==> config.mk <==
export PLATFORM = sky130hd
export DESIGN_NAME = mem_arbiter
export DESIGN_NICKNAME = d
export VERILOG_FILES = /design/src/rtl/mem_arbiter.sv
export SDC_FILE = /design/constraint.sdc
export NUM_CORES = 1
export LEC_CHECK = 0
export CAP_MARGIN = 20
export CORE_ASPECT_RATIO = 0.7
export CORE_MARGIN = 8
export CORE_UTILIZATION = 45
export CTS_CLUSTER_SIZE = 20
export DETAILED_ROUTE_END_ITERATION = 6
export PLACE_DENSITY = 0.78
export REMOVE_ABC_BUFFERS = 1
export SYNTH_ARGS = -nofsm -noshare
export SYNTH_HDL_FRONTEND = slang
export SYNTH_SLANG_ARGS = --single-unit
export TNS_END_PERCENT = 20
==> constraint.sdc <==
create_clock -name clk -period 5.6 [get_ports clk]
set_input_delay 0.56 -clock clk [delete_from_list [all_inputs] [get_ports clk]]
set_output_delay 0.56 -clock clk [all_outputs]
set_load 0.05 [all_outputs]
==> src/rtl/mem_arbiter.sv <==
// mem_arbiter
//   Shares one single-port, variable-latency word memory between the
//   instruction-fetch port and the data (load/store) port of the multicycle
//   MIPS core. Round-robin on simultaneous requests; a watchdog aborts a
//   transaction the memory never acknowledges.
//
// Ports
//   clk, rst          clock (rising edge), asynchronous active-high reset
//   if_req/if_addr    fetch request (level) and word address
//   if_rdata/if_done  fetched word (held) and one-cycle completion pulse
//   d_req/d_we/d_addr/d_wdata  data request, store enable, address, store data
//   d_rdata/d_done    load data (held) and one-cycle completion pulse
//   err               set with a done pulse when the transaction timed out
//   m_req/m_we/m_addr/m_wdata  memory request side, held stable while busy
//   m_rdata/m_ack     memory read data and completion pulse
//   owner             0 = fetch port, 1 = data port (current or last grant)
module mem_arbiter #(
    parameter int AW      = 30,
    parameter int DW      = 32,
    parameter int TIMEOUT = 16
) (
    input  logic          clk,
    input  logic          rst,
    input  logic          if_req,
    input  logic [AW-1:0] if_addr,
    output logic [DW-1:0] if_rdata,
    output logic          if_done,
    input  logic          d_req,
    input  logic          d_we,
    input  logic [AW-1:0] d_addr,
    input  logic [DW-1:0] d_wdata,
    output logic [DW-1:0] d_rdata,
    output logic          d_done,
    output logic          err,
    output logic          m_req,
    output logic          m_we,
    output logic [AW-1:0] m_addr,
    output logic [DW-1:0] m_wdata,
    input  logic [DW-1:0] m_rdata,
    input  logic          m_ack,
    output logic          owner
);

    localparam logic [1:0] IDLE = 2'd0;
    localparam logic [1:0] BUSY = 2'd1;
    localparam logic [1:0] DONE = 2'd2;

    localparam bit          WD_EN = (TIMEOUT != 0);
    localparam logic [31:0] TERM  = 32'((TIMEOUT > 0) ? TIMEOUT - 1 : 0);

    logic [1:0]  state;
    logic        last_owner;
    logic [31:0] wait_cnt;
    logic        winner;

    // On a tie the port that was not served last wins.
    always_comb begin
        winner = d_req;
        if (if_req && d_req)
            winner = ~last_owner;
    end

    always_ff @(posedge clk or posedge rst) begin
        if (rst) begin
            state      <= IDLE;
            last_owner <= 1'b1;
            wait_cnt   <= '0;
            m_req      <= 1'b0;
            m_we       <= 1'b0;
            m_addr     <= '0;
            m_wdata    <= '0;
            if_rdata   <= '0;
            d_rdata    <= '0;
            if_done    <= 1'b0;
            d_done     <= 1'b0;
            err        <= 1'b0;
            owner      <= 1'b0;
        end else begin
            // Done and err are single-cycle pulses, asserted only in DONE.
            if_done <= 1'b0;
            d_done  <= 1'b0;
            err     <= 1'b0;
            case (state)
                IDLE: begin
                    if (if_req || d_req) begin
                        owner    <= winner;
                        m_req    <= 1'b1;
                        wait_cnt <= '0;
                        state    <= BUSY;
                        if (winner) begin
                            m_addr  <= d_addr;
                            m_we    <= d_we;
                            m_wdata <= d_wdata;
                        end else begin
                            m_addr  <= if_addr;
                            m_we    <= 1'b0;
                            m_wdata <= '0;
                        end
                    end
                end
                BUSY: begin
                    // An ack on the terminal-count cycle wins over the watchdog.
                    if (m_ack) begin
                        if (!m_we) begin
                            if (owner) d_rdata  <= m_rdata;
                            else       if_rdata <= m_rdata;
                        end
                        last_owner <= owner;
                        m_req      <= 1'b0;
                        if (owner) d_done  <= 1'b1;
                        else       if_done <= 1'b1;
                        state      <= DONE;
                    end else if (WD_EN && wait_cnt == TERM) begin
                        m_req <= 1'b0;
                        err   <= 1'b1;
                        if (owner) d_done  <= 1'b1;
                        else       if_done <= 1'b1;
                        state <= DONE;
                    end else begin
                        wait_cnt <= wait_cnt + 32'd1;
                    end
                end
                DONE: begin
                    state <= IDLE;
                end
                default: begin
                    state <= IDLE;
                end
            endcase
        end
    end

endmodule

---- Word-level counts from Yosys, hierarchy flattened ----
Cells that the tools add are included.
word-level totals
  register bits ........................... 167
  bits of input ports ..................... 130
  output and inout bits ................... 132
  word-level logic and storage cells ...... 61
cells by class
  add/subtract/negate cells ............... 1
  equality and inequality tests ........... 6
  muxes and demuxes ....................... 27
  bitwise operators ....................... 3
  reduce and logical (&&, ||, !) cells .... 11
operators with widths
  operator               number
  $mux 32                4
  $pmux 32 s2            1
  $add 32x1->32 const B  1
  $eq 32x4->1 const B    1
  $mux 30                1
  $mux 1                 16
  $reduce_and 4->1       3
  $mux 2                 3
  $ne 2x2->1 const B     3
  $reduce_and 2->1       3
  $pmux 2 s2             1
  $ne 3x3->1 const B     1
  $not 1->1              3
  $reduce_and 3->1       1
  $eq 2x1->1 const B     1
  $logic_not 2->1        1
  $pmux 1 s2             1
  $reduce_bool 2->1      1
  $logic_and 1x1->1      1
  $logic_or 1x1->1       1

---- Logic depth before layout (Yosys ltp) ----
  depth after elaboration ................. 4
  mapped depth ............................ 8
  depth with buffers taken out ............ 7

---- Least setup slack after synthesis ----
Ideal clock, no wire load.
  path kind ............................... register to register
  start ................................... register wait_cnt[0]
  end ..................................... register wait_cnt[3]
  library setup time ...................... 0.124 ns
  data arrival time ....................... 1.875 ns
  data required time ...................... 5.476 ns
  setup slack ............................. 3.601 ns
  cell stages (with the launch flop) ...... 8
  buffers on the path ..................... 1
  clock period less this slack ............ 1.999 ns
  cells stage by stage .................... dfrtp_1 -> ha_1 -> nand3_2 -> or4_4 -> o31ai_4 -> buf_6 -> nor3_1 -> a211o_1
on the way
  cells in the longest elaborated chain, start to end .. 4
  elaborated cells on any way between the ends .. 7
  those cells by class .................... add/sub (1); eq/ne (2); mux (3); reduce/logical (1)
RTL lines
  item                    line  RTL
  from (decl)             53    logic [31:0] wait_cnt;
  from (signal assigned)  120   wait_cnt <= wait_cnt + 32'd1;
  $add 32x1->32           120
  $mux 32                 113   end else if (WD_EN && wait_cnt == TERM) begin
  $mux 32                 103   if (m_ack) begin
  $pmux 32 s2             83    case (state)
Several ways; a longest one is shown, not always the timed one. The select of a mux whose other input is x is not followed.
A chain may end at the register's enable or synchronous reset.

---- Final worst setup path ----
  start ................................... register wait_cnt[0]
  end ..................................... register wait_cnt[8]
Same word-level chain as after synthesis.

==> run metrics <==
CTS tree yes; RSZ-0062 raised after global routing false; max_cap viols 0; final max-slew violation count 0; Highest Clock Rate 0.370 GHz; Setup Skew 0.00947 ns; # setup viols final 0; min Tclk post-route 2.70 ns; first-pass GRT wire length 31900 µm; outcome finished clean; Final #Nets 949; headroom to the max-slew limit 28.5%; core area 15400 µm²; top_reg_cell synth dfrtp_1; Leak 4.47 nW; Design Area, Final 10500 µm²; CTS Root Cell clkbuf_16; Std-Cell Rows 38; ANT cells 0; sequential element share of the synthesized area 59.4%; Reg clk slew, reported paths 0.07 ns; hold-fix buffer count after cts 0; Req. time, crit path 5.94 ns; Ports 262; Final ANT Viol Nets 0; largest net degree at the start of global routing 117; Synth area leader dfrtp_1; crit path kind reg -> reg; total CTS buffers 17; most frequent cell after synthesis dfrtp_1; via/cell ratio 5.32; final-layout fill cell count 1111; post-synth cell types 56; number of synthesized flops with an enable pin 0; worst-margin pin slew 1.07 ns; Ys Warns 0; Synth top cells by count dfrtp_1, nand2_1, mux2_2, mux2i_1, o21ai_0; asr flop ratio synth 100%; Crit. End Element register; worst skew pair latency 0.43 ns; WP data arrival 3.04 ns; number of global-route vias before repair 5839; Hold Fails Final Rpt 0; initial antenna violation count 0; post-placement cell count 998; Post-Syn Instances 562; Crit Path Max Fanout 21; drt first pass iters 5; dpl ws 2.50 ns; vias 5487; Yosys reg bits 167; clk buf depth 2; clk sinks 167; gr ovfl total 0; Port Buf Inserts 261; CP startpoint kind register; DP HPWL 15300 µm; Post-Synthesis Cell Area 7030 µm²; top-area cell type share of the netlist area 59.1%; initial drt markers 278; syn avg cell area 12.5 µm²; Die Ht 121 µm; # H-tree levels 4; total power density per cell area 654 nW/µm²; Placed Area 9810 µm²; Final Power 6.83 mW; Overall Global Routing Usage 20.7%; layout cells sized above 1 11.2%; crit share post-route 48.2%; Die Footprint 20000 µm²; area grow syn2layout 48.6%; GPL Wtd Cong 0.914; initial core utilization 45.7%; wire per inst 19.9 µm; DRC errors left 0; total wire length 20600 µm; setup_tns 0 ns; postcts setup bufs 0; ranking of synthesized cells by area dfrtp_1, mux2_2, mux2i_1; Die Wd 165 µm; Non-Filler Instances 1031; Max VDD drop 542 µV; Min-Delay Path Class reg -> reg; CTS resizes 0; PnR worst setup slack 2.90 ns
## final timing paths
kind	from	to	slack [ns]	cells after the start
worst min register to register	m_addr[4]	m_addr[4]	0.48	2
worst max-delay path	wait_cnt[0]	wait_cnt[8]	2.90	7
max in group asynchronous	rst	m_addr[10]	3.96	3
worst min-delay path	m_addr[4]	m_addr[4]	0.48	2
worst max register to register	wait_cnt[0]	wait_cnt[8]	2.90	7
min in group asynchronous	rst	m_addr[24]	0.54	2
## sequential cells by signal, summed over array words and instances, names as in the netlist, 2 cells and up
signal,count
if_rdata,32
state,2
d_rdata,32
wait_cnt,32
m_wdata,32
m_addr,30
## area by class of cell
class	count	area (µm²)	share of cell area [%]
tap	200	250	2.39
multi-input combinational	359	2690	25.8
timing repair buffer	268	2690	25.7
clock buffer	21	470	4.50
sequential	167	4180	40.0
inverter	5	28.8	0.275
clock inverter	11	146	1.40
## layout by cell type (no fill, tap or decap), types with 8 or more instances in the layout
cell type,instances
clkdlybuf4s50_1,261
mux2_1,29
a22o_1,33
nand2_1,58
mux2_2,36
dfrtp_1,166
o21ai_0,35
o21ai_1,8
nor2_1,14
nand3_1,27
clkbuf_16,17
mux2i_1,36
nor3_1,10
## power breakdown
group	total (mW)	switching, mW	internal (mW)
registers	1.99	0.301	1.69
logic	3.63	2.38	1.24
clock network	1.21	0.476	0.737
## logic make-up after synthesis
logic type                 after synthesis  synth area share [%]
DFF                                    167                  59.4
and+or+nand+nor                        146                  10.9
AOI/OAI and AO/OA                      111                  11.3
muxes                                  101                  15.5
buffers and inverters                   36                  2.61
adders and majority gates                1                 0.178
## per-layer routing
metal  routed length (µm)  global-route usage (%)  vias up
li1                     -                       -     2556
met1                 8160                    24.1     2667
met2                10000                    34.3      234
met3                 2000                    8.96       30
met4                  367                    5.90        0
met5                    0                       0        -
## stage by stage
| stage | hold slack (ns) | utilization (%) |
|---|---|---|
| finish | 0.476 | 67.9 |
| detailed placement | 0.470 | 63.7 |
| global route | 0.507 | 67.9 |
| floorplan | 0.471 | - |
| global placement | 0.462 | 63.7 |
| CTS | 0.485 | 67.7 |
## critical path: stages, from the launching register on
cell,delay (ns)
dfrtp_1,0.41
ha_1,0.28
nand3_2,0.15
or4_4,0.47
o31ai_4,0.76
and2_4,0.33
inv_6,0.06
a2bb2oi_1,0.15
Note: power is estimated with default switching activity, not from simulation.
